File: src/rtl/eth_test_ctrl.sv
// eth_test_ctrl: Ethernet bring-up controller. It sequences the PHY reset,
// loops received frames back or generates numbered test frames, and keeps
// traffic counters.
// Optional receive payload checker: define ETH_TEST_RX_CHECK_EN.
module eth_test_ctrl #(
  parameter int unsigned PAYLOAD_LEN    = 64,
  parameter int unsigned PHY_RST_CYCLES = 25000000,
  parameter logic [15:0] ETH_TYPE_GEN   = 16'h88B5,
  parameter logic [15:0] ETH_TYPE_LB    = 16'h88B6,
  parameter int unsigned CNT_WIDTH      = 32
) (
  input  logic                 clk,
  input  logic                 rst,
  input  logic [1:0]           mode,
  input  logic [47:0]          local_mac,
  input  logic [47:0]          peer_mac,
  input  logic                 cnt_clear,
  output logic                 phy_reset_n,
  output logic                 busy,
  output logic [CNT_WIDTH-1:0] tx_pkt_cnt,
  output logic [CNT_WIDTH-1:0] rx_pkt_cnt,
  output logic [CNT_WIDTH-1:0] rx_err_cnt,
  output logic [CNT_WIDTH-1:0] rx_mismatch_cnt,
  input  logic                 s_eth_hdr_valid,
  output logic                 s_eth_hdr_ready,
  input  logic [47:0]          s_eth_dest_mac,
  input  logic [47:0]          s_eth_src_mac,
  input  logic [15:0]          s_eth_type,
  input  logic [7:0]           s_eth_payload_tdata,
  input  logic                 s_eth_payload_tvalid,
  output logic                 s_eth_payload_tready,
  input  logic                 s_eth_payload_tlast,
  input  logic                 s_eth_payload_tuser,
  output logic                 m_eth_hdr_valid,
  input  logic                 m_eth_hdr_ready,
  output logic [47:0]          m_eth_dest_mac,
  output logic [47:0]          m_eth_src_mac,
  output logic [15:0]          m_eth_type,
  output logic [7:0]           m_eth_payload_tdata,
  output logic                 m_eth_payload_tvalid,
  input  logic                 m_eth_payload_tready,
  output logic                 m_eth_payload_tlast,
  output logic                 m_eth_payload_tuser
);

  localparam int unsigned PHY_W = (PHY_RST_CYCLES > 1) ? $clog2(PHY_RST_CYCLES) : 1;
  localparam int unsigned IDX_W = $clog2(PAYLOAD_LEN);

  typedef enum logic [2:0] {IDLE, LB_HDR, LB_PAY, GEN_HDR, GEN_PAY} state_t;

  state_t               state_q;
  logic                 busy_q;
  logic                 phy_rn_q;
  logic [PHY_W-1:0]     phy_cnt_q;
  logic [IDX_W-1:0]     idx_q;
  logic [31:0]          seq_q;
  logic [CNT_WIDTH-1:0] tx_cnt_q, rx_cnt_q, err_cnt_q;
  logic [7:0]           gen_byte;
  logic                 gen_last;
  logic                 m_hdr_hs, s_hdr_hs, m_pay_hs, s_pay_hs, rx_type_ok;
  logic                 unused_dest;

  // The sink never forwards the received destination address.
  assign unused_dest = ^s_eth_dest_mac;

  assign phy_reset_n = phy_rn_q;
  assign busy        = busy_q;
  assign tx_pkt_cnt  = tx_cnt_q;
  assign rx_pkt_cnt  = rx_cnt_q;
  assign rx_err_cnt  = err_cnt_q;

  assign m_hdr_hs   = m_eth_hdr_valid & m_eth_hdr_ready;
  assign s_hdr_hs   = s_eth_hdr_valid & s_eth_hdr_ready;
  assign m_pay_hs   = m_eth_payload_tvalid & m_eth_payload_tready;
  assign s_pay_hs   = s_eth_payload_tvalid & s_eth_payload_tready;
  assign rx_type_ok = (s_eth_type == ETH_TYPE_GEN) || (s_eth_type == ETH_TYPE_LB);
  assign gen_last   = (idx_q == IDX_W'(PAYLOAD_LEN - 1));

  // Hold the PHY in reset for PHY_RST_CYCLES after rst, then release for good.
  always_ff @(posedge clk) begin
    if (rst) begin
      phy_cnt_q <= '0;
      phy_rn_q  <= 1'b0;
    end else if (!phy_rn_q) begin
      if (phy_cnt_q == PHY_W'(PHY_RST_CYCLES - 1)) phy_rn_q <= 1'b1;
      else phy_cnt_q <= phy_cnt_q + PHY_W'(1);
    end
  end

  // Generated payload: big-endian sequence number, then the byte index.
  always_comb begin
    gen_byte = 8'(idx_q);
    if (idx_q < IDX_W'(4)) begin
      case (idx_q[1:0])
        2'd0:    gen_byte = seq_q[31:24];
        2'd1:    gen_byte = seq_q[23:16];
        2'd2:    gen_byte = seq_q[15:8];
        default: gen_byte = seq_q[7:0];
      endcase
    end
  end

  // Stream steering per state; everything is gated off while the PHY is in reset.
  always_comb begin
    m_eth_hdr_valid      = 1'b0;
    s_eth_hdr_ready      = 1'b0;
    m_eth_dest_mac       = peer_mac;
    m_eth_src_mac        = local_mac;
    m_eth_type           = ETH_TYPE_GEN;
    m_eth_payload_tdata  = gen_byte;
    m_eth_payload_tvalid = 1'b0;
    m_eth_payload_tlast  = gen_last;
    m_eth_payload_tuser  = 1'b0;
    s_eth_payload_tready = 1'b0;
    if (phy_rn_q) begin
      case (state_q)
        LB_HDR: begin
          m_eth_hdr_valid = s_eth_hdr_valid;
          s_eth_hdr_ready = m_eth_hdr_ready;
          m_eth_dest_mac  = s_eth_src_mac;
          m_eth_type      = ETH_TYPE_LB;
        end
        LB_PAY: begin
          m_eth_payload_tdata  = s_eth_payload_tdata;
          m_eth_payload_tvalid = s_eth_payload_tvalid;
          m_eth_payload_tlast  = s_eth_payload_tlast;
          m_eth_payload_tuser  = s_eth_payload_tuser;
          s_eth_payload_tready = m_eth_payload_tready;
        end
        GEN_HDR: begin
          m_eth_hdr_valid      = 1'b1;
          s_eth_hdr_ready      = 1'b1;
          s_eth_payload_tready = 1'b1;
        end
        GEN_PAY: begin
          m_eth_payload_tvalid = 1'b1;
          s_eth_hdr_ready      = 1'b1;
          s_eth_payload_tready = 1'b1;
        end
        default: begin
          s_eth_hdr_ready      = 1'b1;
          s_eth_payload_tready = 1'b1;
        end
      endcase
    end
  end

  // Frame sequencer; mode is only looked at while idle.
  always_ff @(posedge clk) begin
    if (rst) begin
      state_q <= IDLE;
      busy_q  <= 1'b0;
      idx_q   <= '0;
      seq_q   <= '0;
    end else begin
      case (state_q)
        IDLE: begin
          if (phy_rn_q && mode == 2'd1) begin
            state_q <= LB_HDR;
            busy_q  <= 1'b1;
          end else if (phy_rn_q && mode == 2'd2) begin
            state_q <= GEN_HDR;
            busy_q  <= 1'b1;
          end
        end
        LB_HDR: if (m_hdr_hs) state_q <= LB_PAY;
        LB_PAY: begin
          if (m_pay_hs && m_eth_payload_tlast) begin
            state_q <= IDLE;
            busy_q  <= 1'b0;
          end
        end
        GEN_HDR: begin
          if (m_hdr_hs) begin
            seq_q   <= 32'(tx_cnt_q);
            idx_q   <= '0;
            state_q <= GEN_PAY;
          end
        end
        GEN_PAY: begin
          if (m_pay_hs) begin
            if (gen_last) begin
              idx_q   <= '0;
              state_q <= IDLE;
              busy_q  <= 1'b0;
            end else begin
              idx_q <= idx_q + IDX_W'(1);
            end
          end
        end
        default: begin
          state_q <= IDLE;
          busy_q  <= 1'b0;
        end
      endcase
    end
  end

  // Traffic counters; clear takes priority over any increment.
  always_ff @(posedge clk) begin
    if (rst || cnt_clear) begin
      tx_cnt_q  <= '0;
      rx_cnt_q  <= '0;
      err_cnt_q <= '0;
    end else begin
      if (m_hdr_hs) tx_cnt_q <= tx_cnt_q + CNT_WIDTH'(1);
      if (s_hdr_hs && rx_type_ok) rx_cnt_q <= rx_cnt_q + CNT_WIDTH'(1);
      if (s_pay_hs && s_eth_payload_tlast && s_eth_payload_tuser) err_cnt_q <= err_cnt_q + CNT_WIDTH'(1);
    end
  end

`ifdef ETH_TEST_RX_CHECK_EN
  localparam int unsigned RX_W = IDX_W + 1;

  logic [RX_W-1:0]      rx_idx_q;
  logic                 rx_gen_q, rx_bad_q;
  logic [CNT_WIDTH-1:0] mm_cnt_q;
  logic                 rx_byte_bad, rx_frame_bad;

  assign rx_mismatch_cnt = mm_cnt_q;

  // The index saturates at PAYLOAD_LEN so an over-long frame stays flagged.
  always_comb begin
    rx_byte_bad  = (rx_idx_q >= RX_W'(4)) && (rx_idx_q < RX_W'(PAYLOAD_LEN)) &&
                   (s_eth_payload_tdata != 8'(rx_idx_q));
    rx_frame_bad = rx_bad_q || rx_byte_bad || (rx_idx_q != RX_W'(PAYLOAD_LEN - 1));
  end

  // Check received generator-type payloads against the index pattern.
  always_ff @(posedge clk) begin
    if (rst) begin
      rx_idx_q <= '0;
      rx_gen_q <= 1'b0;
      rx_bad_q <= 1'b0;
      mm_cnt_q <= '0;
    end else begin
      if (s_hdr_hs) rx_gen_q <= (s_eth_type == ETH_TYPE_GEN);
      if (s_pay_hs) begin
        if (s_eth_payload_tlast) begin
          rx_idx_q <= '0;
          rx_bad_q <= 1'b0;
        end else begin
          if (rx_idx_q != RX_W'(PAYLOAD_LEN)) rx_idx_q <= rx_idx_q + RX_W'(1);
          rx_bad_q <= rx_bad_q | rx_byte_bad;
        end
      end
      if (cnt_clear) mm_cnt_q <= '0;
      else if (s_pay_hs && s_eth_payload_tlast && rx_gen_q && rx_frame_bad)
        mm_cnt_q <= mm_cnt_q + CNT_WIDTH'(1);
    end
  end
`else
  assign rx_mismatch_cnt = '0;
`endif

endmodule

File: config.mk
export PLATFORM = sky130hd
export DESIGN_NAME = eth_test_ctrl
export DESIGN_NICKNAME = d
export VERILOG_FILES = /design/src/rtl/eth_test_ctrl.sv
export SDC_FILE = /design/constraint.sdc
export NUM_CORES = 1
export LEC_CHECK = 0
export BUFFER_PORTS_ARGS = -buffer_cell sky130_fd_sc_hd__buf_2
export CORE_AREA = 2 2 188 190
export DETAILED_ROUTE_END_ITERATION = 7
export DIE_AREA = 0 0 190 192
export GPL_TIMING_DRIVEN = 0
export PLACE_DENSITY_LB_ADDON = 0.05
export SLEW_MARGIN = 20
export SYNTH_ARGS = -nofsm -noshare
export SYNTH_HDL_FRONTEND = slang
export SYNTH_SLANG_ARGS = --single-unit
export TNS_END_PERCENT = 50
File: constraint.sdc
create_clock -name clk -period 2.85 [get_ports clk]
set_input_delay 0.57 -clock clk [delete_from_list [all_inputs] [get_ports clk]]
set_output_delay 0.57 -clock clk [all_outputs]
set_load 0.01 [all_outputs]
; Word level (Yosys, flattened, before mapping)
; Cells that the tools add are included.
[totals]
wordCells = 97
output_inout_bits = 256
reg_bits = 164
input_bits = 227
[op_classes]
magnitude_cmp = 1
eq_ne = 18
n_reduce_logical = 17
n_mux = 40
n_addsub = 5
bitwise = 7
[ops]
columns = operator, count
row1 = $add 32x1->32 const B, 3
row2 = $mux 48, 2
row3 = $eq 16x16->1 const B, 2
row4 = $add 25x1->25 const B, 1
row5 = $eq 25x25->1 const B, 1
row6 = $mux 8, 3
row7 = $pmux 8 s3, 1
row8 = $mux 3, 7
row9 = $mux 6, 3
row10 = $mux 1, 15
row11 = $pmux 3 s5, 1
row12 = $pmux 6 s2, 1
row13 = $ne 2x2->1 const B, 5
row14 = $pmux 1 s2, 4
row15 = $add 6x1->6 const B, 1
row16 = $eq 3x2->1 const B, 2
row17 = $eq 6x6->1 const B, 1
row18 = $logic_and 1x1->1, 6
row19 = $lt 6x3->1 const B, 1
row20 = $reduce_and 6->1, 1
row21 = $reduce_and 5->1, 1
row22 = $and 1x1->1, 4
row23 = $eq 2x1->1 const B, 2
row24 = $eq 2x2->1 const B, 2
row25 = 13 further kinds, 18

; Logic depth before layout (Yosys ltp)
; Gate-level depths: netlist of run 1.
[depth]
depth_word = 7
mapped_depth = 8
mapped_depth_nobuf = 6

; Worst setup path before layout of run 1
; No wires, ideal clock.
[synth_timing]
path_type = input port to flip-flop
from = input s_eth_type[3]
to = register rx_cnt_q[31], in the netlist rx_pkt_cnt[31]
t_arrival_ns = 2.566
path_stages = 6
n_path_buf = 1
t_required_ns = 2.780
setup_ns = 0.070
setup_slack_ns = 0.214
path_cell_list = or4b_4 > or2_4 > or4_4 > buf_6 > or4_1 > a21oi_1
[synth_between]
elab_chain_cells = 3
elab_cells_between_ends = 4
cone_classes = eq/ne: 2 / reduce/logical: 2
[synth_lines]
columns = item, line_no
row1 = from (decl), 28  ; input logic [15:0] s_eth_type,
row2 = $eq 16x16->1, 76  ; assign rx_type_ok = (s_eth_type == ETH_TYPE_GEN) || (s_eth_type == ETH_TYPE_LB);
row3 = $logic_or 1x1->1 (*), 76
row4 = $logic_and 1x1->1 (*), 207  ; if (s_hdr_hs && rx_type_ok) rx_cnt_q <= rx_cnt_q + CNT_WIDTH'(1);
row5 = to (signal assigned), 207
row6 = to (decl), 57  ; logic [CNT_WIDTH-1:0] tx_cnt_q, rx_cnt_q, err_cnt_q;
; Mark *: on every way between the ends. The rest lies on a longest branch, timed or not.
; A chain may end at the register's enable or synchronous reset.

; Worst setup path in the final report of run 1
[layout_timing]
from = register phy_rn_q, in the netlist phy_reset_n
to = output m_eth_dest_mac[33]
[layout_between]
elab_chain_cells = 1
[layout_lines]
columns = item, line_no
row1 = from (decl), 53  ; logic phy_rn_q;
row2 = from (signal assigned), 83  ; phy_rn_q <= 1'b0;
row3 = from (signal assigned), 85  ; if (phy_cnt_q == PHY_W'(PHY_RST_CYCLES - 1)) phy_rn_q <= 1'b1;
row4 = $mux 48, 115  ; if (phy_rn_q) begin
row5 = to (decl), 36  ; output logic [47:0] m_eth_dest_mac,
; Every way passes these cells.

==> run_summary.xml, run 1 <==
<?xml version="1.0" encoding="UTF-8"?>
<metrics>
  <group name="floorplan">
    <metric name="fp.dieArea" unit="um2">36480</metric>
    <metric name="std_cell_rows" unit="">68</metric>
    <metric name="initial_utilization" unit="">0.2676</metric>
    <metric name="die_w" unit="um">190</metric>
    <metric name="boundaryPins" unit="">483</metric>
    <metric name="die_height" unit="um">192</metric>
    <metric name="core" unit="um2">34290</metric>
  </group>
  <group name="clock_tree">
    <metric name="cts_sinks" unit="">164</metric>
    <metric name="cts.path.max_buffers" unit="">2</metric>
    <metric name="clk_transition_reported_paths" unit="ns">0.07</metric>
    <metric name="clockRootBuffer" unit="">sky130_fd_sc_hd__clkbuf_16</metric>
    <metric name="cts-buffers-inserted" unit="">17</metric>
    <metric name="postCtsHoldBufs" unit="">0</metric>
    <metric name="htreeDepth" unit="">4</metric>
    <metric name="cts_tree" unit="">done</metric>
    <metric name="worst_skew_pair.late_latency" unit="ns">0.43</metric>
  </group>
  <group name="yosys">
    <metric name="per_instance_average_area_after_synthesis" unit="um2">8.113</metric>
    <metric name="postSynth.topFlopCell" unit="">sky130_fd_sc_hd__dfxtp_1</metric>
    <metric name="synth_enable_flop_cells" unit="">0</metric>
    <metric name="yosys.area.top_type" unit="">sky130_fd_sc_hd__dfxtp_1</metric>
    <metric name="synthArstFlopShare" unit="">0</metric>
    <metric name="mappedNetlistArea" unit="um2">9176</metric>
    <metric name="synth_seq_area_share" unit="">0.3578</metric>
    <metric name="synthesis.instances" unit="">1131</metric>
    <metric name="yosys.area.top_type_share" unit="">0.3578</metric>
    <metric name="postSynthRegisterBits" unit="">164</metric>
    <metric name="synth.yosys.warnings" unit="">0</metric>
    <metric name="yosysUniqueCellTypes" unit="">63</metric>
    <metric name="netlist_top_cells_area" unit="">sky130_fd_sc_hd__dfxtp_1 (36%), sky130_fd_sc_hd__buf_4 (7.7%), sky130_fd_sc_hd__a21oi_1 (5.9%)</metric>
  </group>
  <group name="sta">
    <metric name="maxSlewViolCount" unit="">0</metric>
    <metric name="final.period_utilization" unit="">0.9715</metric>
    <metric name="tightestPinTransition" unit="ns">0.7747</metric>
    <metric name="achievable-frequency" unit="MHz">361.2</metric>
    <metric name="report.final.hold_viol_count" unit="">0</metric>
    <metric name="finalSetupViolCount" unit="">0</metric>
    <metric name="setup_ws" unit="ns">0.08136</metric>
    <metric name="finClkSkew" unit="ns">0.01476</metric>
    <metric name="period_minus_slack" unit="ns">2.769</metric>
    <metric name="rsz0062_at_grt" unit="">yes</metric>
    <metric name="max-slew-margin-rel" unit="">0.4836</metric>
  </group>
  <group name="cells_and_area">
    <metric name="postLayoutCoreUtil" unit="">0.3647</metric>
    <metric name="sequential_cell_area" unit="um2">3298</metric>
    <metric name="most_common_library_cell_in_the_layout_ignoring_fill_and_taps" unit="">sky130_fd_sc_hd__buf_2</metric>
    <metric name="drive_above_1_share" unit="">0.3633</metric>
    <metric name="flow.area_growth_from_synthesis" unit="%">36.28</metric>
    <metric name="non_filler_instances" unit="">2012</metric>
    <metric name="design.final.nets" unit="">1778</metric>
    <metric name="mostFrequentLayoutCells" unit="">sky130_fd_sc_hd__buf_2 (345), sky130_fd_sc_hd__dfxtp_1 (160), sky130_fd_sc_hd__nand2_1 (119), sky130_fd_sc_hd__a21oi_1 (108), sky130_fd_sc_hd__buf_4 (103)</metric>
    <metric name="area_occupied_by_multi_input_gates" unit="um2">5135</metric>
    <metric name="nFillCells" unit="">3716</metric>
  </group>
  <group name="critical_path">
    <metric name="cpMaxStageDelayCell" unit="">sky130_fd_sc_hd__dfxtp_4</metric>
    <metric name="cp.required" unit="ns">2.28</metric>
    <metric name="worstPathArrival" unit="ns">2.20</metric>
    <metric name="largest_fanout_on_the_critical_path" unit="">8</metric>
    <metric name="r2r_start" unit="">rx_pkt_cnt[3]$_SDFFE_PP0P_</metric>
    <metric name="endpoint_kind" unit="">primary output</metric>
    <metric name="bufs_and_invs_on_worst_path" unit="">4</metric>
    <metric name="timing.critical_path.cells" unit="">clkinvlp_4 -&gt; or3_4 -&gt; nor2_4 -&gt; buf_12 -&gt; clkbuf_16 -&gt; mux2_2 -&gt; buf_2</metric>
    <metric name="worst_r2r_path_depth" unit="">6</metric>
    <metric name="worst_setup_path_start_kind" unit="">flip-flop</metric>
    <metric name="critical-path-top-delay-family" unit="">buffers and inverters</metric>
    <metric name="cp_slowest_stage_delay" unit="ns">0.37</metric>
    <metric name="regToRegSetupSlack" unit="ns">0.25</metric>
    <metric name="critical_path_class" unit="">flip-flop to primary output</metric>
    <metric name="worstReg2RegEnd" unit="">rx_pkt_cnt[25]$_SDFFE_PP0P_</metric>
  </group>
  <group name="worst_hold_path">
    <metric name="worstHoldEndpoint" unit="">rx_pkt_cnt[16]$_SDFFE_PP0P_</metric>
    <metric name="launch_point_of_the_worst_hold_path" unit="">cnt_clear</metric>
    <metric name="worstHoldPathType" unit="">input port to flip-flop</metric>
    <metric name="worstHoldPathCells" unit="">3</metric>
  </group>
  <group name="pwr">
    <metric name="total_leakage_power" unit="nW">5.131</metric>
    <metric name="total_power" unit="mW">4.965</metric>
    <metric name="power.density" unit="nW/um2">397.0</metric>
    <metric name="ir_worst_vdd" unit="uV">271.2</metric>
  </group>
  <group name="global_routing">
    <metric name="grt_antenna_before_repair" unit="">4</metric>
    <metric name="track_usage" unit="">0.1859</metric>
    <metric name="first_global_vias" unit="">8935</metric>
    <metric name="globalRoute.totalOverflow" unit="">0</metric>
    <metric name="grt_max_degree" unit="">17</metric>
    <metric name="wire_length_of_the_first_global_routing_pass" unit="um">52450</metric>
  </group>
  <group name="place">
    <metric name="place_worst_setup_slack" unit="ns">-0.7286</metric>
    <metric name="hpwl" unit="um">27620</metric>
    <metric name="gpl.final_weighted_congestion" unit="">0.8026</metric>
    <metric name="io_buffers" unit="">340</metric>
    <metric name="dpl.cell_count" unit="">1970</metric>
  </group>
  <group name="route">
    <metric name="drt_pre_antenna_iters" unit="">6</metric>
    <metric name="routed_wl" unit="um">35030</metric>
    <metric name="post_drt_wl_per_cell" unit="um">17.41</metric>
    <metric name="drt-vias-per-instance" unit="">4.695</metric>
    <metric name="detailedRoute.firstIterationViolations" unit="">491</metric>
    <metric name="drtAntennaViolNets" unit="">0</metric>
    <metric name="post-route-drc-count" unit="">0</metric>
    <metric name="vias" unit="">9447</metric>
  </group>
  <group name="job">
    <metric name="max-cap-violations" unit="">0</metric>
  </group>
  <group name="status">
    <metric name="run_status" unit="">finished clean</metric>
  </group>
</metrics>
==> metrics by stage <==
step | setup TNS [ns] | hold WS [ns] | instance area (um2)
after global routing | -0.06087 | 0.4518 | 12500
after floorplan | 0 | 0.4357 | 9341
after detailed placement | -27.13 | 0.4494 | 11610
after CTS | -0.2553 | 0.4284 | 12440
after global placement | -25.84 | 0.4449 | 11610
final | 0 | 0.4532 | 12510
==> tightest hold or removal path: stages <==
cell	delay (ns)
sky130_fd_sc_hd__buf_2	0.10
sky130_fd_sc_hd__or3_1	0.10
sky130_fd_sc_hd__o31ai_1	0.06
==> timing repair <==
action / 4_1_cts / 5_1_grt
gates cloned: 2 / 1
resized for setup: 49 / 20
pin swaps: 7 / 6
endpoints found under the setup margin: 63 / 60
buffers inserted: 8 / 2
==> layout make-up <==
type,instances,share of cell area
antenna,2,0.0004002
inverter,21,0.006603
clock inverter,14,0.009405
timing repair buffer,353,0.1467
multi-input combinational,843,0.4106
clock buffer,18,0.03432
tap,455,0.04552
buffer,142,0.08274
sequential,164,0.2637
==> synthesized netlist by cell type, types with 3 or more instances <==
| library cell | number |
|---|---|
| sky130_fd_sc_hd__nor4_1 | 13 |
| sky130_fd_sc_hd__clkbuf_1 | 37 |
| sky130_fd_sc_hd__mux2_1 | 6 |
| sky130_fd_sc_hd__inv_1 | 21 |
| sky130_fd_sc_hd__o2111ai_1 | 3 |
| sky130_fd_sc_hd__o21ai_0 | 37 |
| sky130_fd_sc_hd__buf_2 | 6 |
| sky130_fd_sc_hd__xnor2_1 | 28 |
| sky130_fd_sc_hd__or4_1 | 17 |
| sky130_fd_sc_hd__mux2_2 | 42 |
| sky130_fd_sc_hd__a21oi_1 | 109 |
| sky130_fd_sc_hd__or2_2 | 3 |
| sky130_fd_sc_hd__o21ai_1 | 14 |
| sky130_fd_sc_hd__mux2i_1 | 6 |
| sky130_fd_sc_hd__buf_1 | 5 |
| sky130_fd_sc_hd__nor3_1 | 26 |
| sky130_fd_sc_hd__xor2_1 | 37 |
| sky130_fd_sc_hd__and2_1 | 3 |
| sky130_fd_sc_hd__buf_4 | 94 |
| sky130_fd_sc_hd__nand4_1 | 46 |
| sky130_fd_sc_hd__dfxtp_1 | 164 |
| sky130_fd_sc_hd__and4_1 | 11 |
| sky130_fd_sc_hd__nor2_1 | 92 |
| sky130_fd_sc_hd__a222oi_1 | 8 |
| sky130_fd_sc_hd__o31ai_1 | 19 |
| sky130_fd_sc_hd__nand4b_1 | 4 |
| sky130_fd_sc_hd__nand3_1 | 47 |
| sky130_fd_sc_hd__ha_1 | 9 |
| sky130_fd_sc_hd__nand2_1 | 119 |
| sky130_fd_sc_hd__and3_1 | 20 |
| sky130_fd_sc_hd__or3_1 | 44 |
==> where the power goes <==
group	internal (mW)	total [mW]	switching (mW)
registers	2.29	2.29	0.00391
logic	0.234	0.445	0.211
clock network	1.14	2.23	1.08
==> worst max path at each step <==
| stage | start | to | cells after the start |
|---|---|---|---|
| after floorplan | s_eth_type[3] | rx_pkt_cnt[31]$_SDFFE_PP0P_ | 6 |
| after global placement | phy_reset_n$_SDFF_PP0_ | m_eth_dest_mac[42] | 7 |
| after detailed placement | phy_reset_n$_SDFF_PP0_ | m_eth_dest_mac[42] | 7 |
| after CTS | idx_q[1]$_SDFFE_PP0P_ | m_eth_payload_tdata[3] | 8 |
| after global routing | idx_q[0]$_SDFFE_PP0P_ | m_eth_payload_tdata[3] | 7 |
| final | phy_reset_n$_SDFF_PP0_ | m_eth_dest_mac[33] | 7 |
==> flip-flops by register name (all words and copies together), names as in the netlist <==
name	count
phy_cnt_q	25
tx_pkt_cnt	32
state_q	3
busy	1
phy_reset_n	1
rx_err_cnt	32
rx_pkt_cnt	32
idx_q	6
seq_q	32
==> cell families (layout without fill, tap and decap cells) <==
family	after synthesis	after routing	synth area share
AO/OA/AOI/OAI	206	206	0.1293
XOR/XNOR	65	65	0.06204
adder cells (fa/ha/maj)	9	9	0.01227
buffers and inverters	168	548	0.1113
flip-flops	164	164	0.3578
multiplexers	54	54	0.06545
other	2	48	0.0008184
AND/OR/NAND/NOR	463	463	0.2611
==> metal layers <==
| metal | GRT usage | up-vias | routed length [um] |
|---|---|---|---|
| li1 | - | 4744 | - |
| met1 | 0.2235 | 4351 | 14570 |
| met2 | 0.3355 | 319 | 17850 |
| met3 | 0.03837 | 31 | 1984 |
| met4 | 0.04860 | 2 | 606 |
| met5 | 0 | - | 13 |
(Power assumes the default switching activity.)
==> run 2, diff against run 1 <==
--- a/config.mk
+++ b/config.mk
@@ -5,6 +5,7 @@
 export SDC_FILE = /design/constraint.sdc
 export NUM_CORES = 1
 export LEC_CHECK = 0
+export ABC_AREA = 1
 export BUFFER_PORTS_ARGS = -buffer_cell sky130_fd_sc_hd__buf_2
 export CORE_AREA = 2 2 188 190
 export DETAILED_ROUTE_END_ITERATION = 7
==> run 2 against run 1 <==
Hold slack lost 0.0024 ns. Fmax grew 3.1%. Total power grew 9.0%. Clock-buffer cell count shrank 1. First-iteration DRC count grew 33%. Die area is the same. Non-clock buffer count shrank 7. Utilization grew 4.7 points.
==> run_summary.xml, run 2 <==
<?xml version="1.0" encoding="UTF-8"?>
<metrics>
  <group name="clock_tree">
    <metric name="cts_sinks" unit="">164</metric>
    <metric name="cts.path.max_buffers" unit="">2</metric>
    <metric name="worst_skew_pair.late_latency" unit="ns">0.46</metric>
    <metric name="clockRootBuffer" unit="">sky130_fd_sc_hd__clkbuf_16</metric>
    <metric name="cts-buffers-inserted" unit="">17</metric>
    <metric name="htreeDepth" unit="">4</metric>
    <metric name="clk_transition_reported_paths" unit="ns">0.07</metric>
    <metric name="cts_tree" unit="">done</metric>
  </group>
  <group name="pwr">
    <metric name="ir_worst_vdd" unit="uV">376.9</metric>
    <metric name="total_leakage_power" unit="nW">6.175</metric>
    <metric name="combPwrFrac" unit="">0.132</metric>
    <metric name="total_power" unit="mW">5.410</metric>
    <metric name="power.density" unit="nW/um2">383.5</metric>
    <metric name="p_int" unit="mW">3.787</metric>
    <metric name="share_clk_of_total_power" unit="">0.437</metric>
    <metric name="power_switching" unit="mW">1.623</metric>
    <metric name="seq_power_share" unit="">0.431</metric>
    <metric name="power.share.switching" unit="">0.3000</metric>
  </group>
  <group name="cells_and_area">
    <metric name="flow.area_growth_from_synthesis" unit="%">27.56</metric>
    <metric name="nFillCells" unit="">3830</metric>
    <metric name="most_common_library_cell_in_the_layout_ignoring_fill_and_taps" unit="">sky130_fd_sc_hd__nand2_1</metric>
    <metric name="mostFrequentLayoutCells" unit="">sky130_fd_sc_hd__nand2_1 (722), sky130_fd_sc_hd__buf_2 (356), sky130_fd_sc_hd__nor2_1 (237), sky130_fd_sc_hd__dfxtp_1 (164), sky130_fd_sc_hd__a21oi_1 (137)</metric>
    <metric name="postLayoutCoreUtil" unit="">0.4114</metric>
    <metric name="design.final.nets" unit="">2485</metric>
    <metric name="drive_above_1_share" unit="">0.2352</metric>
  </group>
  <group name="route">
    <metric name="drtAntennaViolNets" unit="">0</metric>
    <metric name="post_drt_wl_per_cell" unit="um">14.15</metric>
    <metric name="vias" unit="">12380</metric>
    <metric name="post-route-drc-count" unit="">0</metric>
    <metric name="detailedRoute.firstIterationViolations" unit="">651</metric>
    <metric name="routed_wl" unit="um">38470</metric>
    <metric name="drt-vias-per-instance" unit="">4.554</metric>
    <metric name="drt_pre_antenna_iters" unit="">5</metric>
  </group>
  <group name="critical_path">
    <metric name="largest_fanout_on_the_critical_path" unit="">8</metric>
    <metric name="critical_path_class" unit="">flip-flop to primary output</metric>
    <metric name="worstPathArrival" unit="ns">2.12</metric>
    <metric name="cp.required" unit="ns">2.28</metric>
    <metric name="worst_setup_path_start_kind" unit="">flip-flop</metric>
    <metric name="worstReg2RegEnd" unit="">rx_pkt_cnt[16]$_SDFFE_PP0P_</metric>
    <metric name="worst_r2r_path_depth" unit="">8</metric>
    <metric name="setup.worst_path.start" unit="">idx_q[0]$_SDFFE_PP0P_</metric>
    <metric name="regToRegSetupSlack" unit="ns">0.70</metric>
    <metric name="r2r_start" unit="">rx_pkt_cnt[0]$_SDFFE_PP0P_</metric>
    <metric name="endpoint_kind" unit="">primary output</metric>
    <metric name="critPathCapture" unit="">m_eth_payload_tdata[4]</metric>
  </group>
  <group name="status">
    <metric name="run_status" unit="">finished clean</metric>
  </group>
  <group name="place">
    <metric name="place_worst_setup_slack" unit="ns">0.02985</metric>
    <metric name="hpwl" unit="um">30860</metric>
    <metric name="gpl.final_weighted_congestion" unit="">0.8691</metric>
    <metric name="io_buffers" unit="">339</metric>
  </group>
  <group name="sta">
    <metric name="fin_hold_ws" unit="ns">0.4509</metric>
    <metric name="maxSlewViolCount" unit="">0</metric>
    <metric name="rsz0062_at_grt" unit="">no</metric>
    <metric name="finClkSkew" unit="ns">0.01597</metric>
    <metric name="finalSetupViolCount" unit="">0</metric>
    <metric name="setup_ws" unit="ns">0.1642</metric>
    <metric name="achievable-frequency" unit="MHz">372.3</metric>
    <metric name="final.period_utilization" unit="">0.9424</metric>
    <metric name="period_minus_slack" unit="ns">2.686</metric>
    <metric name="report.final.hold_viol_count" unit="">0</metric>
    <metric name="max-slew-margin-rel" unit="">0.4268</metric>
    <metric name="tightestPinTransition" unit="ns">0.8599</metric>
    <metric name="totalNegativeSetupSlack" unit="ns">0</metric>
  </group>
  <group name="yosys">
    <metric name="synthesis.instances" unit="">1848</metric>
    <metric name="yosysUniqueCellTypes" unit="">38</metric>
    <metric name="synthArstFlopShare" unit="">0</metric>
    <metric name="per_instance_average_area_after_synthesis" unit="um2">5.985</metric>
    <metric name="postSynthRegisterBits" unit="">164</metric>
    <metric name="mappedNetlistArea" unit="um2">11060</metric>
    <metric name="synth_seq_area_share" unit="">0.2969</metric>
    <metric name="netlist_top_cells_area" unit="">sky130_fd_sc_hd__dfxtp_1 (30%), sky130_fd_sc_hd__nand2_1 (25%), sky130_fd_sc_hd__nor2_1 (8.1%)</metric>
    <metric name="synth.yosys.warnings" unit="">0</metric>
    <metric name="synth.top_cells.by_count" unit="">sky130_fd_sc_hd__nand2_1 (722), sky130_fd_sc_hd__nor2_1 (239), sky130_fd_sc_hd__dfxtp_1 (164)</metric>
    <metric name="yosys.area.top_type" unit="">sky130_fd_sc_hd__dfxtp_1</metric>
    <metric name="postSynth.topFlopCell" unit="">sky130_fd_sc_hd__dfxtp_1</metric>
    <metric name="synth_enable_flop_cells" unit="">0</metric>
    <metric name="yosys.cell_count.top_type" unit="">sky130_fd_sc_hd__nand2_1</metric>
    <metric name="yosys.area.top_type_share" unit="">0.2969</metric>
  </group>
  <group name="global_routing">
    <metric name="globalRoute.totalOverflow" unit="">0</metric>
    <metric name="wire_length_of_the_first_global_routing_pass" unit="um">59190</metric>
    <metric name="grt_antenna_before_repair" unit="">3</metric>
    <metric name="track_usage" unit="">0.2054</metric>
    <metric name="grt_max_degree" unit="">20</metric>
    <metric name="first_global_vias" unit="">11200</metric>
  </group>
  <group name="floorplan">
    <metric name="core" unit="um2">34290</metric>
    <metric name="boundaryPins" unit="">483</metric>
    <metric name="die_w" unit="um">190</metric>
    <metric name="fp.dieArea" unit="um2">36480</metric>
    <metric name="die_height" unit="um">192</metric>
    <metric name="std_cell_rows" unit="">68</metric>
    <metric name="initial_utilization" unit="">0.3225</metric>
  </group>
  <group name="job">
    <metric name="max-cap-violations" unit="">0</metric>
  </group>
  <group name="worst_hold_path">
    <metric name="worstHoldPathType" unit="">flip-flop to flip-flop</metric>
  </group>
</metrics>
==> run 2: changes by cell type in the layout (fill, tap and decap cells not counted), sizes merged, moves of 28 or more <==
cell,previous run,this run
or3,44,0
nand2,119,729
mux2,48,0
nand4,46,18
inv,29,145
a21oi,109,137
nor2,92,249
==> run 2: final cells by class <==
| class | count | area (um2) | area share |
|---|---|---|---|
| Antenna cell | 2 | 5.005 | 0.0003548 |
| Timing Repair Buffer | 340 | 1704 | 0.1208 |
| Tap cell | 455 | 569.3 | 0.04035 |
| Clock buffer | 17 | 425.4 | 0.03016 |
| Sequential cell | 164 | 3283 | 0.2327 |
| Buffer | 148 | 982.2 | 0.06962 |
| Clock inverter | 15 | 157.7 | 0.01118 |
| Multi-Input combinational cell | 1441 | 6465 | 0.4583 |
| Inverter | 137 | 515.5 | 0.03654 |
==> run 2: cells by family (layout without fill, tap and decap cells) <==
kind of cell | after synthesis | in the layout | synth area share
xor+xnor | 49 | 49 | 0.03881
buf+inv | 287 | 657 | 0.1352
compound gates | 213 | 213 | 0.1011
other cells | 2 | 48 | 0.0006791
fa+ha+maj | 9 | 9 | 0.01018
flops | 164 | 164 | 0.2969
simple gates | 1124 | 1124 | 0.4171
==> run 2: per-stage QoR <==
step                      std cells  area, um2
final                          2719      14110
after global routing           2717      14100
after CTS                      2718      14080
after detailed placement       2686      13490
after global placement         2686      13490
after floorplan                1892      11220
==> run 2: power groups by stage <==
stage               clock [mW]  combinational (mW)  sequential [mW]
floorplan                    0               0.459             2.38
finish                    2.36               0.716             2.33
global placement             0               0.712             2.39
detailed placement           0               0.716             2.39
global route              2.52               0.799             2.34
CTS                       2.42               0.720             2.33
==> run 2: routing by layer <==
metal | GRT usage | vias to the layer above | part of all wire
met2 | 0.3543 | 327 | 0.47
met4 | 0.05456 | 2 | 0.017
li1 | - | 6510 | -
met1 | 0.2608 | 5505 | 0.45
met5 | 0 | - | 0.00042
met3 | 0.04093 | 37 | 0.054
==> run 2: worst min-delay path by stage <==
| stage | startpoint | end | slack (ns) | cells past startpoint |
|---|---|---|---|---|
| after floorplan | seq_q[10]$_SDFFE_PP0P_ | seq_q[10]$_SDFFE_PP0P_ | 0.42 | 2 |
| after global placement | seq_q[9]$_SDFFE_PP0P_ | seq_q[9]$_SDFFE_PP0P_ | 0.43 | 2 |
| after detailed placement | seq_q[9]$_SDFFE_PP0P_ | seq_q[9]$_SDFFE_PP0P_ | 0.44 | 2 |
| after CTS | seq_q[9]$_SDFFE_PP0P_ | seq_q[9]$_SDFFE_PP0P_ | 0.45 | 2 |
| after global routing | seq_q[19]$_SDFFE_PP0P_ | seq_q[19]$_SDFFE_PP0P_ | 0.48 | 2 |
| final | seq_q[9]$_SDFFE_PP0P_ | seq_q[9]$_SDFFE_PP0P_ | 0.45 | 2 |
==> run 2: repair_timing <==
action | 4_1_cts | 5_1_grt
setup buffers | 1 | 0
hold buffers | 0 | 0
setup endpoints to repair | 50 | 46
pin swaps | 1 | 0
resized for setup | 2 | 15
==> run 2: worst max-delay path, cell delays in order (launching register included) <==
cell and delay, ns:
sky130_fd_sc_hd__dfxtp_1 0.44, sky130_fd_sc_hd__inv_1 0.13, sky130_fd_sc_hd__ha_1 0.21, sky130_fd_sc_hd__clkbuf_2 0.17, sky130_fd_sc_hd__nand2_1 0.08, sky130_fd_sc_hd__o21ai_0 0.10, sky130_fd_sc_hd__o221ai_1 0.25, sky130_fd_sc_hd__a31oi_1 0.12
sky130_fd_sc_hd__buf_2 0.16
